$ cat src/rtl/mem_ctrl.sv
// mem_ctrl: shares one byte-wide RAM port between instruction fetch and the
// memory stage, turning 32-bit fetch/load/store requests into byte-serial
// RAM cycles. MEM has fixed priority over IF; every output is registered.
module mem_ctrl #(
  parameter int ADDR_W = 32
) (
  input  logic              clk,
  input  logic              rst,
  input  logic              if_req,
  input  logic [ADDR_W-1:0] if_addr,
  input  logic              if_clear,
  output logic              if_done,
  output logic [31:0]       if_data,
  input  logic              mem_req,
  input  logic              mem_we,
  input  logic [ADDR_W-1:0] mem_addr,
  input  logic [1:0]        mem_len,
  input  logic [31:0]       mem_wdata,
  output logic              mem_done,
  output logic [31:0]       mem_rdata,
  input  logic [7:0]        ram_din,
  output logic [7:0]        ram_dout,
  output logic [ADDR_W-1:0] ram_a,
  output logic              ram_wr,
  output logic              busy
);

  typedef enum logic [1:0] {IDLE, READ, WRITE} state_t;

  // Architectural state
  state_t              state;
  logic [2:0]          cnt;      // byte index driven on ram_a this cycle
  logic [2:0]          nbytes;   // transfer length: 1, 2 or 4
  logic                owner_if; // current READ belongs to instruction fetch
  logic [ADDR_W-1:0]   addr;
  logic [31:0]         wdata;
  logic [31:0]         rbuf;     // assembly buffer, committed only on completion

  // Next-state values
  state_t              state_n;
  logic [2:0]          cnt_n, nbytes_n, cnt_inc;
  logic                owner_if_n;
  logic [ADDR_W-1:0]   addr_n, ram_a_n;
  logic [31:0]         wdata_n, rbuf_n, if_data_n, mem_rdata_n;
  logic [7:0]          ram_dout_n;
  logic                ram_wr_n, if_done_n, mem_done_n, busy_n;

  function automatic logic [7:0] byte_sel(input logic [31:0] d, input logic [1:0] i);
    return d[8*i +: 8];
  endfunction

  function automatic logic [2:0] len_to_n(input logic [1:0] len);
    case (len)
      2'd0:    return 3'd1;
      2'd1:    return 3'd2;
      default: return 3'd4;
    endcase
  endfunction

  assign cnt_inc = cnt + 3'd1;

  // Next-state and registered-output decode for the RAM sequencer
  always_comb begin
    // NOTE: every value assigned below gets a default first, so no path leaves
    // a signal unassigned and no latch is inferred.
    state_n     = state;
    cnt_n       = cnt;
    nbytes_n    = nbytes;
    owner_if_n  = owner_if;
    addr_n      = addr;
    wdata_n     = wdata;
    rbuf_n      = rbuf;
    if_data_n   = if_data;
    mem_rdata_n = mem_rdata;
    ram_a_n     = '0;
    ram_dout_n  = '0;
    ram_wr_n    = 1'b0;
    if_done_n   = 1'b0;
    mem_done_n  = 1'b0;

    unique case (state)
      IDLE: begin
        // A done pulse this cycle means the requester has not yet dropped
        // its req; skip one cycle so the stale request is not re-accepted.
        if (if_done || mem_done) begin
          state_n = IDLE;
        end else if (mem_req) begin
          owner_if_n = 1'b0;
          addr_n     = mem_addr;
          wdata_n    = mem_wdata;
          nbytes_n   = len_to_n(mem_len);
          cnt_n      = '0;
          rbuf_n     = '0;
          ram_a_n    = mem_addr;
          if (mem_we) begin
            state_n    = WRITE;
            ram_wr_n   = 1'b1;
            ram_dout_n = mem_wdata[7:0];
          end else begin
            state_n = READ;
          end
        end else if (if_req) begin
          state_n    = READ;
          owner_if_n = 1'b1;
          addr_n     = if_addr;
          nbytes_n   = 3'd4;
          cnt_n      = '0;
          rbuf_n     = '0;
          ram_a_n    = if_addr;
        end
      end

      READ: begin
        if (owner_if && if_clear) begin
          // Branch redirect: abandon the fetch, even on its final capture.
          state_n = IDLE;
          cnt_n   = '0;
        end else begin
          cnt_n = cnt_inc;
          if (cnt_inc < nbytes) ram_a_n = addr + ADDR_W'(cnt_inc);
          // Data for the address driven last cycle arrives now.
          case (cnt)
            3'd1:    rbuf_n[7:0]   = ram_din;
            3'd2:    rbuf_n[15:8]  = ram_din;
            3'd3:    rbuf_n[23:16] = ram_din;
            3'd4:    rbuf_n[31:24] = ram_din;
            default: ;
          endcase
          if (cnt == nbytes) begin
            state_n = IDLE;
            cnt_n   = '0;
            if (owner_if) begin
              if_data_n = rbuf_n;
              if_done_n = 1'b1;
            end else begin
              mem_rdata_n = rbuf_n;
              mem_done_n  = 1'b1;
            end
          end
        end
      end

      WRITE: begin
        if (cnt_inc < nbytes) begin
          cnt_n      = cnt_inc;
          ram_a_n    = addr + ADDR_W'(cnt_inc);
          ram_wr_n   = 1'b1;
          ram_dout_n = byte_sel(wdata, cnt_inc[1:0]);
        end else begin
          state_n    = IDLE;
          cnt_n      = '0;
          mem_done_n = 1'b1;
        end
      end

      default: state_n = IDLE;
    endcase

    busy_n = (state_n != IDLE);
  end

  // State and output registers with synchronous reset
  always_ff @(posedge clk) begin
    // NOTE: clocked state uses non-blocking assignments so every register
    // samples the pre-edge values regardless of statement order.
    if (rst) begin
      state     <= IDLE;
      cnt       <= '0;
      nbytes    <= '0;
      owner_if  <= 1'b0;
      addr      <= '0;
      wdata     <= '0;
      rbuf      <= '0;
      if_data   <= '0;
      mem_rdata <= '0;
      ram_a     <= '0;
      ram_dout  <= '0;
      ram_wr    <= 1'b0;
      if_done   <= 1'b0;
      mem_done  <= 1'b0;
      busy      <= 1'b0;
    end else begin
      state     <= state_n;
      cnt       <= cnt_n;
      nbytes    <= nbytes_n;
      owner_if  <= owner_if_n;
      addr      <= addr_n;
      wdata     <= wdata_n;
      rbuf      <= rbuf_n;
      if_data   <= if_data_n;
      mem_rdata <= mem_rdata_n;
      ram_a     <= ram_a_n;
      ram_dout  <= ram_dout_n;
      ram_wr    <= ram_wr_n;
      if_done   <= if_done_n;
      mem_done  <= mem_done_n;
      busy      <= busy_n;
    end
  end

endmodule

$ cat config.mk
export PLATFORM = sky130hd
export DESIGN_NAME = mem_ctrl
export DESIGN_NICKNAME = d
export VERILOG_FILES = /design/src/rtl/mem_ctrl.sv
export SDC_FILE = /design/constraint.sdc
export NUM_CORES = 1
export LEC_CHECK = 0
export ABC_AREA = 1
export CAP_MARGIN = 20
export CORE_ASPECT_RATIO = 0.7
export CORE_MARGIN = 5
export CORE_UTILIZATION = 30
export CTS_CLUSTER_SIZE = 14
export DETAILED_ROUTE_END_ITERATION = 7
export PLACE_DENSITY = 0.6
export SYNTH_ARGS = -nofsm -noshare
export SYNTH_HDL_FRONTEND = slang
export SYNTH_SLANG_ARGS = --single-unit
$ cat constraint.sdc
create_clock -name clk -period 3.4 [get_ports clk]
set_clock_uncertainty 0.2 [all_clocks]
set_input_delay 0.34 -clock clk [delete_from_list [all_inputs] [get_ports clk]]
set_output_delay 0.34 -clock clk [all_outputs]
set_load 0.03 [all_outputs]
After elaboration in Yosys (flattened, before gate mapping):

Cells that the tools add are included.
Widths: inputs -> output; s select.

* register bits: 213
* input bits: 112
* output and inout bits: 108
* logic and storage cells: 103

* $add $sub $neg: 2
* order comparisons: 1
* eq/ne operators: 11
* shifts and indexed selects: 1
* multiplexer cells: 53
* bitwise gates (word level): 5
* reductions and logical operators: 15

Operator list (count)
* $mux 32: 11
* $pmux 32 s3: 1
* $mux 8: 8
* $pmux 32 s2: 1
* $add 32x3->32: 1
* $shiftx 32x6->8: 1
* $mux 3: 8
* $pmux 8 s2: 1
* $mux 2: 7
* $reduce_and 4->1: 3
* $mux 1: 11
* $pmux 3 s3: 1
* $reduce_and 3->1: 3
* $eq 3x2->1 const B: 2
* $pmux 2 s3: 1
* $pmux 3 s2: 1
* $reduce_bool 2->1: 3
* $not 1->1: 5
* $eq 2x1->1 const B: 2
* $logic_not 2->1: 2
* $ne 2x2->1 const B: 2
* $pmux 1 s2: 2
* $reduce_or 4->1: 1
* $add 3x1->3 const B: 1
* 9 further kinds: 9

Logic depth before layout (Yosys ltp):

* depth after elaboration: 5
* gate-level depth with buffers: 15

Worst setup path before layout:

Ideal clock, no wire load.

* path type: register to register
* from: reg cnt[0]
* to: reg ram_a[8]
* setup time: 132 ps
* data arrival time: 2318 ps
* path slack: 749 ps
* stages on the path, launching flop included: 12
* path buffers: 1
* path through: dfxtp_1 > inv_2 > buf_2 > ha_1 > fa_1 > nand3_1 > nand2_1 > nand2_1 > inv_1 > or2_2 > nand3_1 > a21oi_1

* cells in the longest elaborated chain, start to end: 5

RTL lines
* start, declared: RTL line 32 `logic [2:0] cnt;`
* start signal, assigned: RTL line 184 `cnt <= cnt_n;`
* $add 3x1->3 (*): RTL line 60 `assign cnt_inc = cnt + 3'd1;`
* $add 32x3->32 / $lt 3x3->1 (equally long branches): RTL line 120, 146, 144
* $mux 32 (*): RTL line 120, 144
* $mux 32: RTL line 114 `if (owner_if && if_clear) begin`
* $pmux 32 s3 (*): RTL line 81 `unique case (state)`
* end signal, assigned: RTL line 192 `ram_a <= ram_a_n;`
* end, declared: RTL line 23 `output logic [ADDR_W-1:0] ram_a,`

Mark *: on every way between the ends. The rest lies on a longest branch, timed or not.
A chain may end at the register's enable or synchronous reset.

Worst setup path in the final report:

* from: reg cnt[0]
* to: reg ram_a[29]

The elaborated chain is that of the path after synthesis.

==> metrics <==
maximum number of buffers from clock root to sink 3; cell area power density between 500 and 600 nW/um^2; maximum number of pins on one net before global-route repair 85; FP Rows 56; hold path start mem_wdata[28]; origin of the critical flop-to-flop path cnt[0]$_SDFFE_PP0P_; Area Growth Syn to Fin 31.9%; number of antenna violations at the first check in global routing 4; I/O pin count 220; Routed WL 33.2 mm; worst endpoint data arrival time 3.09 ns; # DRC 0; fin nets 1712; antenna-violating nets left 0; pins over their slew limit 0; All-Layer GR Usage 16.8%; starting density of the core just over 30%; area taken by multi-input logic gates 4900 um^2; largest incremental delay on the critical path 0.60 ns; asr flop ratio synth 0%; crit path capture type flop; cell accounting for the most synthesized area sky130_fd_sc_hd__dfxtp_1; total of max-cap violations 0; Total Power 6.94 mW; number of inserted filler cells in the final layout 3460; worst relative slew slack 38.8%; syn_nets between 1500 and 2000; data required time at the worst endpoint 3.65 ns; synthesized area per cell approximately 7 um^2; dpl cell area 12500 um^2; clock tree sinks 213; y dimension of the die 164 um; number of global-route vias before repair 9173; dominant cells by area after synthesis sky130_fd_sc_hd__dfxtp_1 42%, sky130_fd_sc_hd__nand2_1 15%, sky130_fd_sc_hd__a21oi_1 8.1%; yosys warns 0; critical path's top delay family adder cells; type of the worst setup path reg -> reg; Netlist Area Pre-Place about 10000 um^2; Die Footprint 37600 um^2; Max rail drop VDD 0.000307 V; cell with the largest stage delay on the worst path sky130_fd_sc_hd__dfxtp_1; global route total overflow 0; Final Hold Fails 0; Register-to-Register Setup Slack ~0.56 ns; share of synthesized area occupied by flip-flops and latches 42.1%; Clock Pin Slew Worst Setup and Hold Paths 0.06 ns; count of flip-flops with a built-in enable after synthesis 0; Max Fanout on Critical Path 18; cell repeated most along the worst path sky130_fd_sc_hd__nand2_1; routed via count divided by cell count 4.78; hold buffer count at CTS 1; Port Buffers 219; TritonCTS Buffers 24; beginning of the critical path cnt[0]$_SDFFE_PP0P_; first-pass GRT wire length 51.0 mm; Final Cycle Share 83.5%; most numerous cell types in the synthesized netlist 410 x sky130_fd_sc_hd__nand2_1, 213 x sky130_fd_sc_hd__dfxtp_1, 164 x sky130_fd_sc_hd__a21oi_1; Detailed Place HPWL 24.1 mm; number of instances in the synthesized netlist between 1000 and 1500; final number of setup-violating endpoints 0; buffers and inverters on the worst path 2; clock latency at the later pin of the worst-skew pair about 0.53 ns; FF/Latch Area about 4300 um^2; Worst Hold Slack 0.164 ns; first-pass detailed-route iteration total 5; count of state elements after synthesis 213; CTS tree yes; result of the run completed; most common cell in the netlist sky130_fd_sc_hd__nand2_1; most instantiated flip-flop cell in the synthesis netlist sky130_fd_sc_hd__dfxtp_1; vias 9744; DIE WIDTH 230 um; TNS Setup 0 ns; DRT iter0 DRCs 712; crit path cell chain inv_2 > ha_1 > ha_1 > nand2_1 > nand2_1 > nand2_1 > nand2_2 > a21oi_4 > buf_4 > nand3_1 > a21oi_1; share of post-route cells with drive strength above 1 6.68%; last weighted congestion value of the routability-driven placer 0.876; floorplan core area ~33000 um^2; setup repair after global routing missed its margin false; Resized Gates After CTS 0; post-route design area roughly 13000 um^2; Post CTS Setup Buffer Count 0; Leak Pwr 5.56 nW; Critical Path Source Type flop; Cell variety after synth 44; kind of path behind the tightest hold check in -> reg; post-layout min period 2.84 ns; transition at the pin with the smallest max-transition slack 0.917 ns; fmax ~350 MHz; proportion of netlist area held by the largest area contributor 42.1%; H-Tree Depth 1; clk root buf sky130_fd_sc_hd__clkbuf_16; Routed WL per cell ~16 um
[metrics by stage]
step	std cells	util [%]	setup slack, ns
CTS	2036	40.0	0.518
global route	2037	40.0	0.309
floorplan	1407	-	0.749
detailed placement	1992	37.5	0.539
global placement	1992	37.5	0.636
finish	2038	40.0	0.561
[final cells by class]
cell class / count / share of cell area, %
Tap cell: 435 / 4.07
Sequential cell: 213 / 31.9
Clock buffer: 34 / 5.53
Multi-Input combinational cell: 969 / 36.6
Inverter: 142 / 4.00
Timing Repair Buffer: 234 / 17.3
Antenna cell: 2 / 0.0374
Clock inverter: 9 / 0.561
[metal layers]
layer	wire, um	track usage, %	vias to the layer above
met2	13400	24.3	295
met4	760	4.13	6
met3	2090	3.68	52
met5	39	0	-
met1	16900	25.3	4445
li1	-	-	4946
[sequential cells by signal (all words and copies together) (netlist names)]
| signal | flops |
|---|---|
| addr | 32 |
| busy | 1 |
| cnt | 3 |
| if_data | 32 |
| if_done | 1 |
| mem_done | 1 |
| mem_rdata | 32 |
| nbytes | 3 |
| owner_if | 1 |
| ram_a | 32 |
| ram_dout | 8 |
| ram_wr | 1 |
| rbuf | 32 |
| state | 2 |
| wdata | 32 |
[tightest hold or removal path: cells and delay by family]
kind                   cells  cell delay, ns
AND/OR/NAND/NOR            1            0.06
AO/OA/AOI/OAI              1            0.05
buffers and inverters      1            0.39
[final timing paths]
kind	end	cells after the start
setup / recovery	ram_a[29]$_SDFF_PP0_	11
hold / removal	wdata[28]$_SDFFE_PP0P_	3
setup reg to reg	ram_a[29]$_SDFF_PP0_	11
hold reg to reg	mem_rdata[28]$_SDFFE_PP0P_	2
[cell families after synthesis]
group / after synthesis / synth area share [%]
adders and majority gates: 16 / 2.05
DFF: 213 / 42.1
and+or+nand+nor: 649 / 27.8
AOI/OAI and AO/OA: 272 / 15.4
xor gates and xnor gates: 4 / 0.346
buffers and inverters: 225 / 9.66
muxes: 28 / 2.76
[cells in the final DEF, fill, tap and decap left out, types with 2 or more instances in the layout]
cell type                         count
sky130_fd_sc_hd__mux2i_1             28
sky130_fd_sc_hd__a21oi_2              9
sky130_fd_sc_hd__clkinvlp_4           2
sky130_fd_sc_hd__o211ai_1             3
sky130_fd_sc_hd__or2_2               10
sky130_fd_sc_hd__xnor2_1              2
sky130_fd_sc_hd__clkinv_2             6
sky130_fd_sc_hd__nor2_2               4
sky130_fd_sc_hd__clkdlybuf4s50_1    218
sky130_fd_sc_hd__o21ai_0             58
sky130_fd_sc_hd__nand2_2              8
sky130_fd_sc_hd__nor2_1              90
sky130_fd_sc_hd__and3_1              17
sky130_fd_sc_hd__dfxtp_1            213
sky130_fd_sc_hd__o21ai_1              4
sky130_fd_sc_hd__nor2_4               4
sky130_fd_sc_hd__nand3_4              2
sky130_fd_sc_hd__a21oi_1            164
sky130_fd_sc_hd__inv_1              135
sky130_fd_sc_hd__nand3_1             38
sky130_fd_sc_hd__o21a_1               2
sky130_fd_sc_hd__xor2_1               2
sky130_fd_sc_hd__ha_1                14
sky130_fd_sc_hd__a32oi_1              8
sky130_fd_sc_hd__diode_2              2
sky130_fd_sc_hd__inv_2                5
sky130_fd_sc_hd__nand4_1             59
sky130_fd_sc_hd__clkbuf_8             8
sky130_fd_sc_hd__nor3_1               3
sky130_fd_sc_hd__buf_4               13
sky130_fd_sc_hd__o211a_1             18
sky130_fd_sc_hd__nand2_1            410
sky130_fd_sc_hd__clkbuf_16           25
[report_power, final]
group	leakage [nW]	switching (mW)	internal, mW
sequential	1.74	0.137	2.71
combinational	3.41	0.908	0.530
clock	0.405	1.07	1.58
total	5.56	2.12	4.82
Note: power is estimated with default switching activity, not from simulation.
